==> src/rtl/inequality_arbiter.sv <==
// Round-robin arbiter sharing one combinational Inequality comparator between two
// requesters: launches an operand, waits SETTLE cycles, captures the result per requester.
module inequality_arbiter #(
  parameter int unsigned SETTLE = 1
) (
  input  logic       CLK,
  input  logic       RST,
  input  logic [1:0] REQ,
  input  logic [3:0] NUM0,
  input  logic [3:0] NUM1,
  output logic [1:0] GNT,
  output logic       BUSY,
  output logic [3:0] CMP_NUM,
  input  logic [2:0] CMP_OUT,
  output logic [1:0] DONE,
  output logic [2:0] RES0,
  output logic [2:0] RES1,
  output logic [7:0] SRV_CNT
);

  typedef enum logic [1:0] {ST_IDLE, ST_SETTLE, ST_CAPTURE} state_t;

  localparam int unsigned SETTLE_EFF = (SETTLE == 0) ? 1 : SETTLE;
  localparam logic [3:0]  CNT_INIT   = 4'(SETTLE_EFF - 1);

  state_t     state;
  logic       last;
  logic       owner;
  logic [3:0] cnt;
  logic [1:0] elig;
  logic       win;

  // A requester whose DONE is high this cycle is not eligible, so a continuously
  // requesting client yields to a waiting peer.
  always_comb begin
    elig = REQ & ~DONE;
    win  = (elig == 2'b11) ? ~last : elig[1];
  end

  always_ff @(posedge CLK) begin
    if (RST) begin
      state   <= ST_IDLE;
      last    <= 1'b1;
      owner   <= 1'b0;
      cnt     <= '0;
      GNT     <= '0;
      BUSY    <= 1'b0;
      DONE    <= '0;
      CMP_NUM <= '0;
      RES0    <= '0;
      RES1    <= '0;
      SRV_CNT <= '0;
    end else begin
      DONE <= '0;
      unique case (state)
        ST_IDLE: begin
          if (elig != 2'b00) begin
            owner   <= win;
            CMP_NUM <= win ? NUM1 : NUM0;
            GNT     <= win ? 2'b10 : 2'b01;
            cnt     <= CNT_INIT;
            BUSY    <= 1'b1;
            state   <= ST_SETTLE;
          end
        end
        ST_SETTLE: begin
          if (cnt == '0) state <= ST_CAPTURE;
          else           cnt   <= cnt - 4'd1;
        end
        ST_CAPTURE: begin
          if (owner) RES1 <= CMP_OUT;
          else       RES0 <= CMP_OUT;
          DONE    <= owner ? 2'b10 : 2'b01;
          last    <= owner;
          SRV_CNT <= SRV_CNT + 8'd1;
          GNT     <= '0;
          BUSY    <= 1'b0;
          state   <= ST_IDLE;
        end
        default: state <= ST_IDLE;
      endcase
    end
  end

endmodule

==> config.mk <==
export PLATFORM = sky130hd
export DESIGN_NAME = inequality_arbiter
export DESIGN_NICKNAME = d
export VERILOG_FILES = /design/src/rtl/inequality_arbiter.sv
export SDC_FILE = /design/constraint.sdc
export NUM_CORES = 1
export LEC_CHECK = 0
export BUFFER_PORTS_ARGS = -buffer_cell sky130_fd_sc_hd__buf_2
export CAP_MARGIN = 0
export CORE_MARGIN = 2
export CORE_UTILIZATION = 54
export DETAILED_ROUTE_END_ITERATION = 10
export GPL_ROUTABILITY_DRIVEN = 0
export PLACE_DENSITY = 0.93
export SLEW_MARGIN = 20
export SYNTH_ARGS = -nofsm -noshare
export SYNTH_HDL_FRONTEND = slang
export SYNTH_SLANG_ARGS = --single-unit
==> constraint.sdc <==
create_clock -name CLK -period 1.8 [get_ports CLK]
set_input_delay 0.18 -clock CLK [delete_from_list [all_inputs] [get_ports CLK]]
set_output_delay 0.18 -clock CLK [all_outputs]
set_load 0.03 [all_outputs]
---- After elaboration in Yosys (flattened, before gate mapping) ----
Index checks and enable logic that the tools add are counted.
word-level totals
  bits in registers ....................... 31
  output and inout port bits .............. 23
  word-level logic and storage cells ...... 50
cells by class
  bitwise gates (word level) .............. 5
  reduce and logical (&&, ||, !) cells .... 12
  add/sub/neg operators ................... 2
  multiplexer cells ....................... 14
  equality and inequality tests ........... 6
operator list
  operator                                                                count
  4-bit 2-to-1 mux                                                        3
  2-bit 2-to-1 mux                                                        5
  2-bit AND reduction                                                     5
  8-bit by 1-bit adder with 8-bit output (second input constant)          1
  2-bit case mux with 2 select lines                                      2
  4-bit case mux with 2 select lines                                      1
  2-bit != test (second input constant)                                   3
  2-bit nonzero test                                                      3
  2-bit equality test (second input constant)                             2
  4-bit zero test                                                         1
  4-bit by 1-bit subtractor with 4-bit output (second input constant)     1
  1-bit inverter                                                          3
  3-bit AND reduction                                                     1
  2-bit bitwise AND                                                       1
  2-bit by 1-bit equality test with 1-bit output (second input constant)  1
  2-bit zero test                                                         1
  1-bit 2-to-1 mux                                                        2
  2-bit inverter                                                          1
  1-bit case mux with 2 select lines                                      1
  2-bit OR reduction                                                      1

---- Logic depth before layout (Yosys ltp) ----
Gate-level depths: netlist of the first run.
  depth in word-level cells ............... 7
  mapped depth ............................ 6
  depth with buffers taken out ............ 6

---- Least setup slack after synthesis of the first run ----
OpenSTA, ideal clock, no wires.
  path kind ............................... reg2reg
  start ................................... register SRV_CNT[2]
  end ..................................... register SRV_CNT[5]
  arrival ................................. 1150 ps
  slack ................................... 522 ps
  cell stages (with the launch flop) ...... 5
  required time ........................... 1672 ps
  library setup time ...................... 128 ps
  clock period less this slack ............ 1278 ps
  path through ............................ dfxtp_1 and3_1 nand4_1 xor2_1 nor2_1
between the ends
  longest elaborated chain between the ends .. 1
RTL lines
  item                                    line  source
  start: declaration                      18    output logic [7:0] SRV_CNT
  start signal: assignment                75    SRV_CNT <= SRV_CNT + 8'd1;
  8-bit by 1-bit adder with 8-bit output  75
Every way passes these cells.
A chain may end at the register's enable or synchronous reset.

---- Final worst setup path of the first run ----
  start ................................... register state[1]
  end ..................................... register SRV_CNT[6]
between the ends
  longest elaborated chain between the ends .. 1
RTL lines
  item                      line  source
  start: declaration        26    state_t state;
  start signal: assignment  42    state <= ST_IDLE;
  start signal: assignment  63    state <= ST_SETTLE;
  start signal: assignment  67    if (cnt == '0) state <= ST_CAPTURE;
  2-bit equality test       55    unique case (state)
Every way passes these cells.

==> impl.org, run 1 <==
** GRT
- Remaining Overflow, GRT :: 0
- Global routing used between 20% and 30% of the available tracks.
- Wire length of the first global-routing pass :: 4120 um
- Entering global routing, the biggest net connects 32 pins.
- Number of global-route vias before repair :: a little over 1000
- The number of antenna violations at the first check in global routing was 0.

** Cells and area
- Ant diodes :: 0
- From synthesis to final layout, the design area changed by 18.0%.
- Net count reported at finish :: 195
- Most common cell after layout, fill and taps aside :: sky130_fd_sc_hd__buf_2
- After routing the design area is ~0.0015 sq mm.
- The library cells used most frequently in the layout, excluding fill and tap cells, are sky130_fd_sc_hd__buf_2, sky130_fd_sc_hd__dfxtp_1, sky130_fd_sc_hd__a21oi_1.
- Fraction of final layout cells with drive strength greater than 1 :: a little under a third
- The filler cells instantiated in the layout total approximately 200.

** Setup path
- For the worst setup path, the data required time is slightly above 2000 ps.
- At the worst endpoint, the arrival time is about 1700 ps.
- The number of buffers and inverters on the critical path is 0.
- Critical path class :: register to register
- STA classifies the critical path endpoint as a register.
- Critical path launch point type :: register
- Max stage delay on crit path :: approximately 530 ps
- For this design, the slowest cell found on the critical path is sky130_fd_sc_hd__nor2b_2.
- Series of cell instances along the critical path :: nor2b_2, nand4_1, xor2_1, nor2_1
- Family with the most delay on the worst path :: simple AND/OR/NAND/NOR gates
- Of all nets on the critical path, the largest fanout is 12.

** CTS
- In this run the deepest clock path goes through 2 buffers.
- Root Driver :: sky130_fd_sc_hd__clkbuf_4
- At the later pin of the worst-skew pair, clock insertion delay measures between 300 and 400 ps.
- In this run the number of H-tree levels came out at 2.
- Counting the buffers created by CTS gives 5.
- Gates resized during post-CTS repair numbered 0.
- Sink count of the clock tree :: 31
- Buffers added to address setup during post-CTS repair amount to 0.
- TritonCTS clock tree :: yes
- For this design, the CTS-stage hold fixing added 0 buffers.
- Clock transition at the registers of the reported paths :: ~100 ps

** STA
- Minimum clock period after layout :: 1470 ps
- Fin Clk Skew :: approximately 8.7 ps
- Count of final hold-check violations :: 0
- At the pin with the least slew margin, the transition time is around 570 ps.
- Of the available clock period, the critical path in the final layout requires around four fifths.
- Peak Freq :: 680 MHz
- The number of max-slew violations in the final report came to 0.
- Once routing completed, OpenROAD measured the worst setup slack at approximately 330 ps.
- Final setup vio count :: 0
- Final sum of negative setup slack :: 0 ps
- The worst pin sits at a relative slew slack of 62.1%.
- RSZ-0062 raised after global routing :: false

** Placed design
- Once placement finished, the instance area stood at between 0.001 and 0.0015 sq mm.
- At the placement stage, the worst setup path has a slack of about 330 ps.
- The HPWL after detailed placement is between 1500 and 2000 um.
- Input/output buffers :: 37

** Power and ir drop
- The analysis attributes to cell leakage a power of 0.000695 uW.
- Register share of total power :: a little under three fifths
- Proportion of power drawn by the clock network :: roughly 29%
- Share of power burned in combinational logic :: ~16%
- In this run switching power makes up around 30% of total power.
- Across the VDD grid, the largest voltage drop is 0.709 mV.
- P per Cell Area :: between 800 and 900 mW/mm^2
- Internal power :: between 900 and 1000 uW
- Sw Pwr :: between 400 and 500 uW

** Die
- In this run the count of I/O pins placed on the die edge is 38.
- For this configuration, the core starts out at a cell density of between 50% and 60%.
- The die is between 50 and 60 um tall.
- Die outline width :: between 50 and 60 um
- The die covers 0.00282 sq mm.
- The floorplan step defined a core boundary enclosing about 0.0023 sq mm.
- Row Count :: 17

** Logic synthesis
- Average size of a mapped cell :: around 9.2 sq um
- Synthesis inferred 31 register bits.
- Netlist area before placement :: roughly 0.0013 sq mm
- For this run, the leading register cell type out of synthesis is sky130_fd_sc_hd__dfxtp_1.
- Counting every instance in the synthesized netlist gives 141.
- Post-synth EDFFs :: 0
- Yosys printed 0 warnings.
- Counting flops with an async set or reset pin after synthesis yields a share of 0%.
- Sequential elements use between 40% and 50% of the synthesized area.
- The number of nets handed over by synthesis was ~160.
- The netlist uses 36 different library cells.

** Routing
- Avg WL per Cell :: 12.6 um
- Vias per std cell :: around 5.3
- Once detail routing completed, the nets flagged for antenna violations numbered 0.
- The final route contains about 1100 vias.
- The detailed router finished its first iteration with 16 violations.
- After detailed routing, the total wire length is 2610 um.
- Post-route DRC violation count :: 0
- Before antenna repair, the detailed router went through 4 iterations.

** Outcome
- Run status :: finished clean

** Hold path
- Class of the tightest hold or removal check :: primary input to register

** Job
- Max-capacitance violation count :: 0
## cells in the mapped netlist (2+ instances only)
master                     count  area, sq um
sky130_fd_sc_hd__nor2b_2       2         17.5
sky130_fd_sc_hd__mux2i_1       5         50.1
sky130_fd_sc_hd__dfxtp_1      31          621
sky130_fd_sc_hd__nand3_1       8         40.0
sky130_fd_sc_hd__clkbuf_1      3         11.3
sky130_fd_sc_hd__nand2b_1      3         18.8
sky130_fd_sc_hd__nor3b_1       2         15.0
sky130_fd_sc_hd__nand4_1       2         12.5
sky130_fd_sc_hd__a211oi_2      3         37.5
sky130_fd_sc_hd__and3_1        2         12.5
sky130_fd_sc_hd__nor2_1       14         52.6
sky130_fd_sc_hd__nand3b_1      2         15.0
sky130_fd_sc_hd__xor2_1        6         52.6
sky130_fd_sc_hd__inv_1         2         7.51
sky130_fd_sc_hd__nor3_1        3         15.0
sky130_fd_sc_hd__nand2_1      15         56.3
sky130_fd_sc_hd__ha_1          2         25.0
sky130_fd_sc_hd__o21ai_0       3         15.0
sky130_fd_sc_hd__a21oi_1      16         80.1
## final timing paths
path,cells after the start,slack [ps],startpoint,to
setup / recovery,4,330,state[1],SRV_CNT[6]
hold / removal,3,90,CMP_OUT[1],RES0[1]
setup reg to reg,4,330,state[1],SRV_CNT[6]
hold reg to reg,2,460,BUSY,BUSY
## power by group through the flow
stage / logic [uW] / registers [uW] / clock network, uW
finish: 210 / 741 / 385
global route: 232 / 746 / 419
CTS: 212 / 741 / 394
detailed placement: 211 / 757 / 0
global placement: 206 / 755 / 0
floorplan: 113 / 802 / 0
## per-layer routing
| layer | up-vias | part of all wire [%] | global-route usage [%] |
|---|---|---|---|
| li1 | 556 | - | - |
| met4 | 0 | 2.4 | 12.8 |
| met2 | 26 | 53 | 34.4 |
| met1 | 505 | 41 | 23.3 |
| met3 | 8 | 4.3 | 6.21 |
| met5 | - | 0 | 0 |
## flip-flops by register name (all words and copies together), names as in the netlist, 2 cells and up
name and cells:
state 2, CMP_NUM 4, RES0 3, SRV_CNT 8, DONE 2, cnt 4, RES1 3, GNT 2
## kinds of logic (layout without fill, tap and decap cells)
group                      Yosys count  after routing  share of synthesized area, %
muxes                                5              5                          3.85
DFF                                 31             31                          47.7
adders and majority gates            2              2                          1.92
buffers and inverters                9             47                          3.56
AOI/OAI and AO/OA                   26             26                          12.6
and+or+nand+nor                     61             61                          25.6
xor gates and xnor gates             7              7                          4.72
## area by class of cell
cell class | instances | area (sq um) | area share (%)
Inverter | 2 | 7.51 | 0.489
Tap cell | 28 | 35.0 | 2.28
Sequential cell | 31 | 621 | 40.5
Clock buffer | 5 | 37.5 | 2.45
Multi-Input combinational cell | 101 | 633 | 41.3
Timing Repair Buffer | 37 | 185 | 12.1
Clock inverter | 3 | 15.0 | 0.979
## worst min-delay path, stage by stage
cell and delay, ps:
sky130_fd_sc_hd__buf_2 110, sky130_fd_sc_hd__nand2_1 50, sky130_fd_sc_hd__a21oi_1 50
## through the flow
stage               std cells  utilization (%)  total power (uW)  hold slack [ps]
floorplan                 141                -               915              257
global placement          199             65.7               960              438
detailed placement        199             65.7               969              447
CTS                       207             68.0              1350             85.4
global route              207             68.0              1400              104
finish                    207             68.0              1340             94.0
(Power assumes the default switching activity.)
==> run 2: changes to the inputs <==
--- a/config.mk
+++ b/config.mk
@@ -7,11 +7,12 @@
 export LEC_CHECK = 0
 export BUFFER_PORTS_ARGS = -buffer_cell sky130_fd_sc_hd__buf_2
 export CAP_MARGIN = 0
+export CORE_ASPECT_RATIO = 0.5
 export CORE_MARGIN = 2
-export CORE_UTILIZATION = 54
+export CORE_UTILIZATION = 45
 export DETAILED_ROUTE_END_ITERATION = 10
 export GPL_ROUTABILITY_DRIVEN = 0
-export PLACE_DENSITY = 0.93
+export PLACE_DENSITY = 0.84
 export SLEW_MARGIN = 20
 export SYNTH_ARGS = -nofsm -noshare
 export SYNTH_HDL_FRONTEND = slang
==> constraint.sdc (replaced) <==
create_clock -name CLK -period 1.27 [get_ports CLK]
set_input_delay 0.127 -clock CLK [delete_from_list [all_inputs] [get_ports CLK]]
set_output_delay 0.127 -clock CLK [all_outputs]
set_load 0.03 [all_outputs]
==> run 2 against run 1 <==
  * Sequential share of layout area down 4.1 points
  * Combinational power increased by 61%
  * Die area is 19% higher
  * Clock skew down 3.4 ps
  * Critical path depth grew 1
  * Sequential cell count unchanged
  * Hold slack gained 3.3 ps
  * Register-to-register slack got worse by 280 ps
  * Largest cell class unchanged
  * Largest power group unchanged
==> impl.org, run 2 (synthesis results as in run 1) <==
** GRT
- The number of antenna violations at the first check in global routing came to 0 (unchanged).
- Largest net degree at the start of global routing :: 14 (-56%)
- Remaining Overflow, GRT :: 0 (unchanged)
- Number of global-route vias before repair :: 1001 (-3.0%)
- Wire length of the first global-routing pass :: 4280 um (+4.0%)
- Total Routing Usage GR :: 16.8% (-4.1 points)

** CTS
- The clock network latency to the later pin of the worst-skew pair is 280 ps (-60 ps).
- The hold-fix buffer count after cts came to 0 (unchanged).
- Number of buffers added by the clock tree synthesis step :: 5 (unchanged)
- The clock net sink count was 31 (unchanged).
- The root buffer cell chosen for the clock tree is sky130_fd_sc_hd__clkbuf_8.
- The total number of H-tree levels was 2 (unchanged).
- The clock-pin slew of the registers on the worst-case setup and hold paths came to 70 ps (-30 ps).
- Clock Path Buffers :: 2 (unchanged)
- TritonCTS built the clock tree.

** Setup path
- Critical path launch point type :: register
- The setup slack of the most critical reg-to-reg path was 50 ps (-280 ps).
- Arrival @ worst endpoint :: 1390 ps (-300 ps)
- The critical path is of the register to register type.
- In this run the critical register-to-register path is captured at SRV_CNT[7].
- Highest-delay cell along the critical path :: sky130_fd_sc_hd__dfxtp_1
- FF-to-FF path depth :: 5 (+1)
- The top fanout value on the critical path is 12 (unchanged).
- The data required time of the worst path came to 1440 ps (-580 ps).
- Walking the worst path, the cells encountered are nor2b_4, buf_12, nand4_2, xor2_1, nor2_1.
- The worst register-to-register path begins at state[1].
- The worst setup path is captured at a register.
- The delay contributed by the slowest stage of the critical path came to 420 ps (-110 ps).

** STA
- Fin Clk Skew :: 5.24 ps (-3.43 ps)
- Final period util :: 95.9% (+14 points)
- The total count of hold-check failures in the final report came to 0 (unchanged).
- The slew at the pin closest to its max-slew limit is 331 ps (-235 ps).
- The max-slew headroom at the worst pin was 77.9% (+16 points).
- Peak Freq :: 821 MHz (+21%)
- Final worst slack :: 52.3 ps (-277 ps)
- Total count of max-transition violations in the final report :: 0 (unchanged)
- The count of endpoints failing setup in the final report came to 0 (unchanged).
- The clock period minus final worst setup slack is 1220 ps (-253 ps).

** Cells and area
- The post-layout instance count excluding filler cells is 223 (+7.7%).
- The antenna cell count is 0 (unchanged).
- Largest register by flop count :: SRV_CNT
- Most common cell after layout, fill and taps aside :: sky130_fd_sc_hd__buf_2
- Fraction of final layout cells with drive strength greater than 1 :: 38.2% (+6.9 points)
- Post-Route Utilization :: 64.4% (-3.7 points)
- The cell area after layout was 0.00172 sq mm (+12%).
- Number of flip-flops in the largest register :: 8 (unchanged)
- Largest registers :: SRV_CNT (8), CMP_NUM (4), cnt (4)
- From synthesis to final layout, the design area changed by 32.1%.
- Commonest cells after routing, fill and taps aside :: sky130_fd_sc_hd__buf_2, sky130_fd_sc_hd__dfxtp_1, sky130_fd_sc_hd__a21oi_1
- Net count reported at finish :: 202 (+3.6%)

** Routing
- Avg WL per Cell :: 12.1 um (-3.7%)
- Total via count in the routed design :: 1129 (+3.1%)
- The number of nets with antenna violations after routing is 0 (unchanged).
- Total wirelength of the detailed-routed design :: 2700 um (+3.8%)
- DR pass1 iterations :: 5 (+1)
- Vias per std cell :: 5.06 (-4.3%)
- DR iter-0 viols :: 38 (+22)
- The total DRC errors in the routed layout was 0 (unchanged).

** Die
- Starting density of the core :: 48.7% (-8.9 points)
- The boundary pin count came to 38 (unchanged).
- Core footprint :: 0.00267 sq mm (+18%)
- Row Count :: 13 (-4)
- Die outline width :: 80.0 um (+51%)
- The die footprint was 0.00336 sq mm (+19%).
- DIE HEIGHT :: 42.0 um (-21%)

** Hold path
- Class of the tightest hold or removal check :: primary input to register
- Min-Delay Path Depth :: 3 (unchanged)
- For hold timing, the worst endpoint is RES0[2].
- Min-Delay Startpoint :: CMP_OUT[2]

** Placed design
- The post-place setup slack was 49.1 ps (-283 ps).
- Input/output buffers :: 37 (unchanged)
- The placed wire-length estimate after detailed placement was 1910 um (-2.4%).
- Post-DP Area :: 0.00156 sq mm (+5.1%)
- Placed Cells incl. Taps :: 213 (+7.0%)

** Power and ir drop
- The static power due to leakage was 0.000770 uW (+11%).
- P per Cell Area :: 1400 mW/mm^2 (+60%)
- Worst-case vdd ir drop :: 0.625 mV (-12%)

** Job
- Max-capacitance violation count :: 0 (unchanged)

** Outcome
- The run finished with clean final reports.
-- run 2: area by class of cell --
| cell class | instances | area [sq um] |
|---|---|---|
| well taps | 37 | 46.3 |
| clock inverters | 2 | 35.0 |
| multi-input cells | 101 | 658 |
| flip-flops and latches | 31 | 624 |
| clock buffers | 6 | 82.6 |
| inverters | 2 | 7.51 |
| fillers | 212 | 951 |
| repair buffers | 44 | 263 |
-- run 2: what timing repair did --
item | 4_1_cts | 5_1_grt
resized for setup | 0 | 9
setup buffers | 0 | 2
setup endpoints to repair | 0 | 10
-- run 2: worst max path at each step --
stage	slack, ps	endpoint	from
after floorplan	7	CMP_NUM[0]	DONE[1]
after global placement	90	cnt[1]	cnt[0]
after detailed placement	50	cnt[1]	cnt[0]
after CTS	30	SRV_CNT[7]	state[1]
after global routing	-10	SRV_CNT[7]	state[1]
final	50	SRV_CNT[7]	state[1]
-- run 2: routing by layer --
metal  global-route usage (%)  vias up  wire [um]
li1                         -      576          -
met1                     19.2      525       1220
met2                     27.7       23       1320
met3                     6.47        5        133
met4                     8.14        0         37
met5                        0        -          0
-- run 2: power breakdown --
| group | switching [uW] | internal (uW) | total, uW |
|---|---|---|---|
| registers | 34.6 | 1020 | 1050 |
| clock network | 375 | 634 | 1010 |
| logic | 204 | 134 | 338 |
-- run 2: critical path: cells and delay by family, from the launching register on --
family	cells	cell delay, ps
xor gates and xnor gates	1	170
buffers and inverters	1	150
and+or+nand+nor	3	380
DFF	1	420
-- run 2: through the flow --
stage               setup TNS [ps]  power, uW  hold slack, ps
floorplan                        0       1300             204
global placement                 0       1400             385
detailed placement               0       1410             395
CTS                              0       2410            91.2
global route                 -17.0       2500            90.3
finish                           0       2400            97.3
==> run 3: changes to the inputs <==
--- a/config.mk
+++ b/config.mk
@@ -5,6 +5,7 @@
 export SDC_FILE = /design/constraint.sdc
 export NUM_CORES = 1
 export LEC_CHECK = 0
+export ABC_AREA = 1
 export BUFFER_PORTS_ARGS = -buffer_cell sky130_fd_sc_hd__buf_2
 export CAP_MARGIN = 0
 export CORE_ASPECT_RATIO = 0.5
==> run 3 against run 2 <==
  * Critical endpoint is now cnt[1]
  * Synthesized area is 0.19% lower
  * Clock power is 28% lower
  * Critical path depth is 2 higher
  * Clock-buffer cell count is 1 lower
  * Critical path type unchanged
  * Non-clock buffer count is 1 higher
  * Highest routed layer unchanged
==> impl.org, run 3 <==
** Logic synthesis
- The post-synthesis cell count came to 182 (+29%).
- The largest total area in the synthesized netlist belongs to sky130_fd_sc_hd__dfxtp_1.
- Synth cell types :: 17 (-53%)
- The post-synthesis area per instance came to 7.13 sq um (-23%).
- Most used flip-flop cell after synthesis :: sky130_fd_sc_hd__dfxtp_1
- Fraction of post-synthesis cell area in the top cell type by area :: 47.8% (+0.092 points)
- Most frequent cells after synthesis :: sky130_fd_sc_hd__nand2_1, sky130_fd_sc_hd__dfxtp_1, sky130_fd_sc_hd__nor2_1
- The Yosys warning count is 0 (unchanged).
- sky130_fd_sc_hd__nand2_1 is the most common cell in the netlist.
- Synth area leaders :: sky130_fd_sc_hd__dfxtp_1, sky130_fd_sc_hd__nand2_1, sky130_fd_sc_hd__nand3_1
- The number of enable flip-flop cells after synthesis came to 0 (unchanged).
- Netlist area before placement :: 0.00130 sq mm (-0.19%)
- The fraction of synthesis flops using an asynchronous set or reset pin came to 0% (unchanged).
- Sequential cell area fraction in the yosys report :: 47.8% (+0.092 points)
- The number of nets produced by synthesis was 199 (+26%).
- Number of synthesized register bits :: 31 (unchanged)

** Routing
- DR pass1 iterations :: 4 (-1)
- The via count came to 1276 (+13%).
- Total wirelength of the detailed-routed design :: 2970 um (+10%)
- Antenna-violating nets left :: 0 (unchanged)
- DR iter-0 viols :: 126 (+230%)
- The via density per instance came to 4.78 (-5.6%).
- Post-route DRC violation count :: 0 (unchanged)
- The routed wire length per instance was 11.1 um (-8.1%).

** Setup path
- Highest-delay cell along the critical path :: sky130_fd_sc_hd__dfxtp_2
- Traced cell by cell, the critical path runs through inv_1, ha_2, nand2_2, nand2_2, nand2_4, o21ai_0, inv_1.
- STA classifies the critical path startpoint as a register.
- The delay contributed by the slowest stage of the critical path came to 330 ps (-90 ps).
- The data required time of the worst path was 1440 ps (about the same).
- Crit path capture type :: register
- On the critical path the largest part of the delay comes from flip-flops.
- The worst path buffer plus inverter count is 2 (+1).
- The signal arrival time at the worst endpoint was 1370 ps (-20 ps).
- Register-to-register path setup slack :: 70 ps (+20 ps)
- Critical path class :: register to register
- Worst Path Max Fanout :: 7 (-5)

** STA
- Total count of max-transition violations in the final report :: 0 (unchanged)
- Worst Hold Slack :: 73.7 ps (-23.6 ps)
- The smallest setup slack after layout is 70.7 ps (+18.4 ps).
- RSZ-0062 raised after global routing :: true
- The slew at the pin closest to its max-slew limit came to 325 ps (-5.99 ps).
- The max-slew headroom at the worst pin came to 78.3% (+0.41 points).
- Minimum clock period after layout :: 1200 ps (-18.4 ps)
- Final setup vio count :: 0 (unchanged)
- Fin Clk Skew :: 7.53 ps (+2.29 ps)
- The maximum clock frequency was 834 MHz (+1.5%).
- The total count of hold-check failures in the final report came to 0 (unchanged).
- The final period utilization was 94.4% (-1.4 points).

** Cells and area
- Leaving out fill and tap cells, the most frequent cell in the layout is sky130_fd_sc_hd__nand2_1.
- Cell area after layout :: 0.00166 sq mm (-3.6%)
- SRV_CNT holds more flip-flops than any other register.
- Combined area of the multi-input logic cells :: 588 sq um (-11%)
- The largest registers in the layout are SRV_CNT (8), CMP_NUM (4), cnt (4).
- Number of standard cells in the layout, taps in and fillers out :: 267 (+20%)
- Net count reported at finish :: 246 (+22%)
- Register area :: 622 sq um (-0.40%)
- Filler instances :: 227 (+7.1%)
- Compared with the post-synthesis result, the final layout area differs by 27.6%.
- Fraction of final layout cells with drive strength greater than 1 :: 27.8% (-10 points)
- Ant diodes :: 0 (unchanged)
- Number of flip-flops in the largest register :: 8 (unchanged)
- In the layout the commonest cells are sky130_fd_sc_hd__nand2_1, sky130_fd_sc_hd__buf_2, sky130_fd_sc_hd__dfxtp_1.

** Power and ir drop
- Worst-case vdd ir drop :: 0.932 mV (+49%)
- The total power consumption of the routed design was 2740 uW (+14%).
- The static power due to leakage was 0.000836 uW (+8.6%).
- The areal power density over the cells came to 1660 mW/mm^2 (+19%).

** Die
- The width of the chip came to 79.9 um (about the same).
- The starting utilization of the core area came to 48.6% (-0.094 points).
- The die footprint came to 0.00336 sq mm (-0.17%).
- Row Count :: 13 (unchanged)
- Core footprint :: 0.00267 sq mm (unchanged)
- The boundary pin count was 38 (unchanged).
- The die extent in y was 42.0 um (about the same).

** CTS
- The total number of H-tree levels was 2 (unchanged).
- Clock Path Buffers :: 2 (unchanged)
- The clock network latency to the later pin of the worst-skew pair came to 280 ps (about the same).
- The number of CTS-inserted buffers is 5 (unchanged).
- The clock-pin slew of the registers on the worst-case setup and hold paths is 60 ps (about the same).
- Hold-fix buffers, CTS :: 0 (unchanged)
- Post-CTS setup buffer count :: 0 (unchanged)
- TritonCTS clock tree :: yes
- The clock net sink count came to 31 (unchanged).
- Root Driver :: sky130_fd_sc_hd__clkbuf_8

** GRT
- GRT Max-Usage Layer :: met2
- The first-pass GRT wire length came to 4620 um (+7.9%).
- Largest net degree at the start of global routing :: 18 (+4)
- Total Routing Usage GR :: 17.8% (+1.1 points)
- Met1 layer usage reported by global route :: 23.0% (+3.9 points)
- Routing usage on met2 :: 27.7% (unchanged)
- Number of global-route vias before repair :: 1096 (+9.5%)
- Remaining Overflow, GRT :: 0 (unchanged)
- The number of antenna violations at the first check in global routing came to 0 (unchanged).
- The met3 routing resource usage after global routing is 5.82% (-0.65 points).

** Placed design
- Post-DP Area :: 0.00155 sq mm (-0.24%)
- Placed Cells incl. Taps :: 259 (+22%)
- Input/output buffers :: 37 (unchanged)
- The placed wire-length estimate after detailed placement came to 2210 um (+15%).
- The post-place setup slack came to 5.34 ps (-43.7 ps).

** Job
- The max-cap violation count was 0 (unchanged).

** Hold path
- The worst hold path belongs to the class primary input to register.

** Outcome
- The run finished with clean final reports.
==> run 3: changes by cell type after synthesis, moves of 3 or more <==
cell | previous run | this run
sky130_fd_sc_hd__a211oi_2 | 3 | 0
sky130_fd_sc_hd__mux2i_1 | 5 | 0
sky130_fd_sc_hd__nor2_1 | 14 | 21
sky130_fd_sc_hd__nand2b_1 | 3 | 0
sky130_fd_sc_hd__nand2_1 | 15 | 55
sky130_fd_sc_hd__inv_1 | 2 | 17
sky130_fd_sc_hd__nand3_1 | 8 | 20
sky130_fd_sc_hd__xor2_1 | 6 | 0
==> run 3: final cells by class <==
class	instances	share of cell area, %
Sequential cell	31	37.6
Multi-Input combinational cell	128	35.5
Timing Repair Buffer	45	14.8
Inverter	18	4.23
Clock buffer	5	4.16
Tap cell	37	2.80
Clock inverter	3	0.907
==> run 3: metal layers <==
layer	up-vias	routed length, um
li1	676	-
met1	554	1460
met2	42	1290
met3	4	201
met4	0	27
met5	-	0
==> run 3: path summary, 6_finish.rpt <==
kind / start / to / cells after the start
max reg2reg: cnt[0] / cnt[1] / 7
min: CMP_OUT[2] / RES1[2] / 3
max: cnt[0] / cnt[1] / 7
min reg2reg: cnt[0] / cnt[0] / 1
==> run 3: cells by family (layout without fill, tap and decap cells) <==
| logic type | after synthesis | count (layout) | synth area share, % |
|---|---|---|---|
| compound gates | 22 | 22 | 8.49 |
| fa+ha+maj | 2 | 2 | 1.93 |
| buf+inv | 23 | 71 | 8.20 |
| flops | 31 | 31 | 47.8 |
| simple gates | 104 | 104 | 33.6 |
==> run 3: power breakdown <==
group | internal, uW | switching, uW | total, uW
registers | 1100 | 85.7 | 1190
logic | 292 | 532 | 824
clock network | 374 | 358 | 732
==> run 3: worst min-delay path, delay by kind of cell <==
kind	cells	cell delay, ps
and+or+nand+nor	2	100
buffers and inverters	1	90
==> run 3: timing repair <==
action                                  4_1_cts  5_1_grt
pin swaps                                     0        1
gates resized for setup                       3        4
endpoints found under the hold margin         0        0
endpoints found under the setup margin        3        9
==> run 3: through the flow <==
stage / setup TNS [ps] / utilization, %
6_report: 0 / 62.1
5_1_grt: -27.1 / 62.1
4_1_cts: 0 / 61.7
3_5_place_dp: 0 / 58.2
3_3_place_gp: 0 / 58.2
2_1_floorplan: 0 / -
